File: src/rtl/uart_param.sv
// Parametrised full-duplex UART: valid/ready transmitter and an oversampling-free
// mid-bit receiver with synchroniser, false-start rejection and error flags.
module uart_param #(
  parameter int CLOCK_HZ  = 80000000,
  parameter int BAUD      = 115200,
  parameter int DATA_BITS = 8,
  parameter int PARITY    = 0,
  parameter int STOP_BITS = 1
) (
  input  logic                 i_Clock,
  input  logic                 i_Reset,
  input  logic                 i_TX_Valid,
  input  logic [DATA_BITS-1:0] i_TX_Data,
  output logic                 o_TX_Ready,
  output logic                 o_TX,
  output logic                 o_TX_Busy,
  input  logic                 i_RX,
  output logic                 o_RX_Valid,
  output logic [DATA_BITS-1:0] o_RX_Data,
  output logic                 o_RX_Parity_Err,
  output logic                 o_RX_Frame_Err
);

  localparam int DIVIDER = CLOCK_HZ / BAUD;
  localparam int CW      = $clog2(DIVIDER);
  localparam logic [CW-1:0] BIT_LAST  = CW'(DIVIDER - 1);
  localparam logic [CW-1:0] MID_LAST  = CW'(DIVIDER / 2 - 1);
  localparam logic [3:0]    DATA_LAST = 4'(DATA_BITS - 1);
  localparam logic [3:0]    STOP_LAST = 4'(STOP_BITS - 1);
  localparam bit            HAS_PAR   = (PARITY != 0);

  // Line value of the parity bit for a word (odd mode inverts the XOR).
  function automatic logic par_of(input logic [DATA_BITS-1:0] d);
    return (PARITY == 1) ? ~(^d) : ^d;
  endfunction

  // ---------------------------------------------------------------- TX
  typedef enum logic [2:0] {TX_IDLE, TX_START, TX_DATA, TX_PAR, TX_STOP} tx_state_e;

  tx_state_e            tx_state_q, tx_state_d;
  logic [CW-1:0]        tx_cnt_q, tx_cnt_d;
  logic [3:0]           tx_bit_q, tx_bit_d;
  logic [DATA_BITS-1:0] tx_shift_q, tx_shift_d;
  logic                 tx_par_q, tx_par_d;
  logic                 tx_q, tx_d;
  logic                 tx_last;

  assign tx_last = (tx_cnt_q == BIT_LAST);

  // tx_d is the line level for the state being entered, so o_TX is a clean flop.
  always_comb begin
    tx_state_d = tx_state_q;
    tx_cnt_d   = (tx_state_q == TX_IDLE || tx_last) ? '0 : tx_cnt_q + CW'(1);
    tx_bit_d   = tx_bit_q;
    tx_shift_d = tx_shift_q;
    tx_par_d   = tx_par_q;
    tx_d       = tx_q;
    case (tx_state_q)
      TX_IDLE: if (i_TX_Valid) begin
        tx_state_d = TX_START;
        tx_shift_d = i_TX_Data;
        tx_par_d   = par_of(i_TX_Data);
        tx_d       = 1'b0;
      end
      TX_START: if (tx_last) begin
        tx_state_d = TX_DATA;
        tx_bit_d   = '0;
        tx_d       = tx_shift_q[0];
      end
      TX_DATA: if (tx_last) begin
        if (tx_bit_q == DATA_LAST) begin
          tx_bit_d = '0;
          if (HAS_PAR) begin
            tx_state_d = TX_PAR;
            tx_d       = tx_par_q;
          end else begin
            tx_state_d = TX_STOP;
            tx_d       = 1'b1;
          end
        end else begin
          tx_bit_d   = tx_bit_q + 4'd1;
          tx_shift_d = tx_shift_q >> 1;
          tx_d       = tx_shift_q[1];
        end
      end
      TX_PAR: if (tx_last) begin
        tx_state_d = TX_STOP;
        tx_bit_d   = '0;
        tx_d       = 1'b1;
      end
      TX_STOP: if (tx_last) begin
        if (tx_bit_q == STOP_LAST) tx_state_d = TX_IDLE;
        else                       tx_bit_d   = tx_bit_q + 4'd1;
      end
      default: begin
        tx_state_d = TX_IDLE;
        tx_d       = 1'b1;
      end
    endcase
  end

  always_ff @(posedge i_Clock) begin
    if (i_Reset) begin
      tx_state_q <= TX_IDLE;
      tx_cnt_q   <= '0;
      tx_bit_q   <= '0;
      tx_shift_q <= '0;
      tx_par_q   <= 1'b0;
      tx_q       <= 1'b1;
    end else begin
      tx_state_q <= tx_state_d;
      tx_cnt_q   <= tx_cnt_d;
      tx_bit_q   <= tx_bit_d;
      tx_shift_q <= tx_shift_d;
      tx_par_q   <= tx_par_d;
      tx_q       <= tx_d;
    end
  end

  assign o_TX       = tx_q;
  assign o_TX_Ready = (tx_state_q == TX_IDLE);
  assign o_TX_Busy  = (tx_state_q != TX_IDLE);

  // ---------------------------------------------------------------- RX
  typedef enum logic [2:0] {RX_IDLE, RX_START, RX_DATA, RX_PAR, RX_STOP, RX_WAIT_HIGH} rx_state_e;

  logic                 rx_meta_q, rx_meta_d, rx_s_q, rx_s_d;
  rx_state_e            rx_state_q, rx_state_d;
  logic [CW-1:0]        rx_cnt_q, rx_cnt_d;
  logic [3:0]           rx_bit_q, rx_bit_d;
  logic [DATA_BITS-1:0] rx_shift_q, rx_shift_d;
  logic                 rx_par_q, rx_par_d;
  logic                 rx_valid_q, rx_valid_d;
  logic [DATA_BITS-1:0] rx_data_q, rx_data_d;
  logic                 rx_perr_q, rx_perr_d, rx_ferr_q, rx_ferr_d;
  logic                 rx_last;

  assign rx_last = (rx_cnt_q == BIT_LAST);

  always_comb begin
    rx_meta_d  = i_RX;
    rx_s_d     = rx_meta_q;
    rx_state_d = rx_state_q;
    rx_cnt_d   = (rx_state_q == RX_IDLE || rx_state_q == RX_WAIT_HIGH || rx_last)
                 ? '0 : rx_cnt_q + CW'(1);
    rx_bit_d   = rx_bit_q;
    rx_shift_d = rx_shift_q;
    rx_par_d   = rx_par_q;
    rx_valid_d = 1'b0;
    rx_data_d  = rx_data_q;
    rx_perr_d  = rx_perr_q;
    rx_ferr_d  = rx_ferr_q;
    case (rx_state_q)
      RX_IDLE: if (!rx_s_q) rx_state_d = RX_START;
      // Half-bit check rejects glitches; later samples land mid-bit.
      RX_START: if (rx_cnt_q == MID_LAST) begin
        rx_cnt_d   = '0;
        rx_bit_d   = '0;
        rx_state_d = rx_s_q ? RX_IDLE : RX_DATA;
      end
      RX_DATA: if (rx_last) begin
        rx_shift_d = {rx_s_q, rx_shift_q[DATA_BITS-1:1]};
        if (rx_bit_q == DATA_LAST) rx_state_d = HAS_PAR ? RX_PAR : RX_STOP;
        else                       rx_bit_d   = rx_bit_q + 4'd1;
      end
      RX_PAR: if (rx_last) begin
        rx_par_d   = rx_s_q;
        rx_state_d = RX_STOP;
      end
      RX_STOP: if (rx_last) begin
        rx_valid_d = 1'b1;
        rx_data_d  = rx_shift_q;
        rx_perr_d  = HAS_PAR && (rx_par_q != par_of(rx_shift_q));
        rx_ferr_d  = ~rx_s_q;
        rx_state_d = rx_s_q ? RX_IDLE : RX_WAIT_HIGH;
      end
      RX_WAIT_HIGH: if (rx_s_q) rx_state_d = RX_IDLE;
      default: rx_state_d = RX_IDLE;
    endcase
  end

  always_ff @(posedge i_Clock) begin
    if (i_Reset) begin
      rx_meta_q  <= 1'b1;
      rx_s_q     <= 1'b1;
      rx_state_q <= RX_IDLE;
      rx_cnt_q   <= '0;
      rx_bit_q   <= '0;
      rx_shift_q <= '0;
      rx_par_q   <= 1'b0;
      rx_valid_q <= 1'b0;
      rx_data_q  <= '0;
      rx_perr_q  <= 1'b0;
      rx_ferr_q  <= 1'b0;
    end else begin
      rx_meta_q  <= rx_meta_d;
      rx_s_q     <= rx_s_d;
      rx_state_q <= rx_state_d;
      rx_cnt_q   <= rx_cnt_d;
      rx_bit_q   <= rx_bit_d;
      rx_shift_q <= rx_shift_d;
      rx_par_q   <= rx_par_d;
      rx_valid_q <= rx_valid_d;
      rx_data_q  <= rx_data_d;
      rx_perr_q  <= rx_perr_d;
      rx_ferr_q  <= rx_ferr_d;
    end
  end

  assign o_RX_Valid      = rx_valid_q;
  assign o_RX_Data       = rx_data_q;
  assign o_RX_Parity_Err = rx_perr_q;
  assign o_RX_Frame_Err  = rx_ferr_q;

endmodule

File: config.mk
export PLATFORM = sky130hd
export DESIGN_NAME = uart_param
export DESIGN_NICKNAME = d
export VERILOG_FILES = /design/src/rtl/uart_param.sv
export SDC_FILE = /design/constraint.sdc
export NUM_CORES = 1
export LEC_CHECK = 0
export CELL_PAD_IN_SITES_DETAIL_PLACEMENT = 1
export CELL_PAD_IN_SITES_GLOBAL_PLACEMENT = 2
export CORE_UTILIZATION = 35
export DETAILED_ROUTE_END_ITERATION = 7
export DONT_BUFFER_PORTS = 1
export PLACE_DENSITY = 0.82
export SLEW_MARGIN = 15
export SYNTH_ARGS = -nofsm -noshare
export SYNTH_HDL_FRONTEND = slang
export SYNTH_SLANG_ARGS = --single-unit
File: constraint.sdc
create_clock -name i_Clock -period 2.25 [get_ports i_Clock]
set_input_delay 0.45 -clock i_Clock [delete_from_list [all_inputs] [get_ports i_Clock]]
set_output_delay 0.45 -clock i_Clock [all_outputs]
set_load 0.1 [all_outputs]
==> results.md <==
* Status: completed
* Synth Instances at approximately 320
* Final hold slack at 172 ps
* Netlist cell types at 60
* Fraction of layout cells with a size suffix above 1 at 0.189
* Pin count of the biggest net entering global routing at 45
* Port Buffers at 0
* Number of H-tree levels at 3
* Synthesized area at 0.00291 mm2
* Finished Layout Cells at 451
* Hold Fails Final Rpt at 0
* FFs w/ async S/R, synth at 0
* GP Congestion at around 0.81
* R2r setup slk at between 50 and 60 ps
* Final period util at 0.975
* Starting Density at 0.369
* Die extent in y at around 93 um
* Ports at 26
* ANT nets after route at 0
* Maximum vdd drop at 0.518 mV
* First-pass GRT wire length at approximately 11000 um
* Commonest non-fill, non-tap cell in the layout: dfxtp_1
* Clock insertion delay at the later pin of the skew report at 340 ps
* Slew Viols, Final at 0
* Via count at approximately 2300
* Vias in the first global route at 2316
* Hold path endpoint: tx_bit_q[1]$_SDFFE_PP0P_
* Synth Flop Type: dfxtp_1
* Leak pwr at 1.19 nW
* CTS sink cnt at 63
* CP bufs+invs at 1
* WS Path Type: flip-flop to flip-flop
* Worst r2r src: rx_cnt_q[0]$_SDFF_PP0_
* R2r worst-path depth at 7
* Worst-margin pin slew at 532 ps
* Pre-Repair DR Iteration Count at 5
* Final setup viols at 0
* Via-per-instance ratio at 5.17
* RSZ-0062 raised after global routing: true
* Max-Cap Viols at 0
* Core box area at 0.00789 mm2
* Post-synthesis sequential area ratio at 0.433
* Crit Path Max Fanout at 6
* Crit-path cells: inv_1 -> ha_1 -> or4b_4 -> or4_4 -> a22o_4 -> or3_1 -> a21boi_1
* Dpl hpwl at 4260 um
* Worst-path clk slew at 70 ps
* RR Endpoint: rx_bit_q[3]$_SDFFE_PP0P_
* CTS tree: built
* Worst Setup End Kind: flip-flop
* DRC viols at 0
* Hold Path Origin: i_Reset
* WP depth at 7
* Area delta synth->final at 16.2%
* Rel. slew slack at 0.642
* GRT overflow at 0
* Syn nets at 339
* Initial antenna violation count at 0
* Setup_tns at 0 ps
* Ys Warns at 0
* Placed Cells at 434
* Syn Area/Cell at 9.13 um2
* Hold path cells at 1
* Worst path arrival time at about 2500 ps
* Post-synth EDFFs at 0
* Most frequent cells in the layout: 61 x dfxtp_1, 53 x nor2_1, 29 x buf_4, 27 x mux2i_1, 16 x nand2_1
* Per-cell routed wire length at between 10 and 15 um
* # nets final at 364
* CP peak stage delay at about 450 ps
* CP delay by family, top: simple AND/OR/NAND/NOR gates
* PD cells at 749 mW/mm2
* DIE AREA at 0.00869 mm2
* First DRT Iteration DRCs at 35
* Clock Skew at 6.00 ps
* Min Tclk post-route at 2190 ps
* Root buf cell: clkbuf_8
* CP max stage cell: or4b_4
* Synth area leaders: dfxtp_1 43%, mux2i_1 9.3%, nor2_1 6.8%, ha_1 3.4%, xnor2_1 3.3%
* Worst endpoint required time at about 2500 ps
* Startpoint Class: flip-flop
* WL final at 6160 um
* Util after Layout at 0.429
* Max Root-Sink Buffers at 2
* Inserted Clock Buffers at 9
* FF+latch count, synth at 63
* Rows at 32
* N_diodes at 0
* Cell taking the most area after synthesis: dfxtp_1
* Die W at 93.2 um
* Max Clk Rate at 456 MHz
* Post-synth top area share at 0.433
* Total GRT Usage at 0.154
* Hold Path Class: primary input to flip-flop
[worst register-to-register path: stages, from the launching register on]
cell and delay, ps:
dfxtp_2 320, inv_1 50, ha_1 150, or4b_4 450, or4_4 430, a22o_4 250, or3_1 350, a21boi_1 120
[stage by stage]
stage / cell area [um2] / power [mW] / worst slack, ps
after floorplan: 2920 / 1.57 / 34.9
after global placement: 3180 / 1.64 / 91.4
after detailed placement: 3180 / 1.65 / -3.30
after CTS: 3360 / 2.56 / 11.8
after global routing: 3380 / 2.67 / -19.5
final: 3380 / 2.53 / 56.6
[cell families after synthesis]
group                    count (synthesis)  synth area share
other                                    1           0.00129
XOR/XNOR                                17            0.0511
AND/OR/NAND/NOR                        126             0.223
adder cells (fa/ha/maj)                  8            0.0344
flip-flops                              63             0.433
AO/OA/AOI/OAI                           51             0.122
buffers and inverters                   25            0.0391
multiplexers                            28            0.0967
[state kept, by name (all words and copies together), names as in the netlist]
register,cells
rx_cnt_q,10
tx_cnt_q,10
o_RX_Data,8
rx_shift_q,8
tx_shift_q,8
rx_bit_q,4
tx_bit_q,4
rx_state_q,3
tx_state_q,3
o_RX_Frame_Err,1
o_RX_Valid,1
o_TX,1
rx_meta_q,1
rx_s_q,1
[synth_stat cells, types with 2 or more instances]
| library cell | n |
|---|---|
| buf_6 | 2 |
| a21boi_1 | 2 |
| and3_1 | 4 |
| a31oi_1 | 2 |
| o211ai_1 | 4 |
| or2_2 | 2 |
| a211oi_1 | 2 |
| or3b_2 | 4 |
| clkbuf_1 | 10 |
| and2_1 | 2 |
| nand3b_1 | 2 |
| nand2b_1 | 2 |
| nor3b_1 | 2 |
| inv_1 | 10 |
| nor4_1 | 3 |
| dfxtp_1 | 63 |
| o22ai_1 | 2 |
| xor2_1 | 6 |
| ha_1 | 8 |
| a21oi_1 | 14 |
| mux2i_1 | 27 |
| nor2_1 | 53 |
| or3_1 | 5 |
| nand4_1 | 2 |
| a311oi_1 | 7 |
| nand3_1 | 10 |
| nand2_1 | 16 |
| xnor2_1 | 11 |
| o21ai_0 | 6 |
| nor3_1 | 6 |
[report_power, final]
group | internal [mW] | leakage [nW] | total, mW | switching [mW]
sequential | 1.16 | 0.512 | 1.19 | 0.0269
clock | 0.455 | 0.0873 | 0.901 | 0.446
combinational | 0.184 | 0.592 | 0.442 | 0.258
[layer usage]
layer | wire, um | track usage | vias up
met2 | 2900 | 0.258 | 29
met1 | 2930 | 0.182 | 1122
met5 | 0 | 0 | -
met4 | 104 | 0.0654 | 0
li1 | - | - | 1171
met3 | 213 | 0.0480 | 11
[worst max path at each step]
stage	start	to	slack [ps]
final	rx_cnt_q[0]$_SDFF_PP0_	rx_bit_q[3]$_SDFFE_PP0P_	60
after floorplan	tx_state_q[2]$_SDFFE_PP0P_	o_TX_Ready	30
after global routing	rx_cnt_q[0]$_SDFF_PP0_	rx_bit_q[3]$_SDFFE_PP0P_	-20
after detailed placement	rx_cnt_q[1]$_SDFF_PP0_	rx_bit_q[3]$_SDFFE_PP0P_	-3
after global placement	rx_cnt_q[1]$_SDFF_PP0_	rx_bit_q[3]$_SDFFE_PP0P_	90
after CTS	rx_cnt_q[0]$_SDFF_PP0_	rx_bit_q[3]$_SDFFE_PP0P_	10
[final cells by class]
| cell class | count | area (um2) |
|---|---|---|
| clock inverters | 5 | 32.5 |
| repair buffers | 29 | 218 |
| clock buffers | 11 | 151 |
| multi-input cells | 231 | 1550 |
| well taps | 102 | 128 |
| flip-flops and latches | 63 | 1260 |
| fillers | 924 | 4510 |
| inverters | 10 | 41.3 |
[timing repair]
action                                  CTS  global route
hold endpoints to repair                  0             0
buffers inserted                          0             1
hold buffers                              0             0
endpoints found under the setup margin    1             2
resized for setup                         1             3
cloned                                    0             0
pin swaps                                 0             2
No activity file was read; power rests on OpenSTA's default activity.
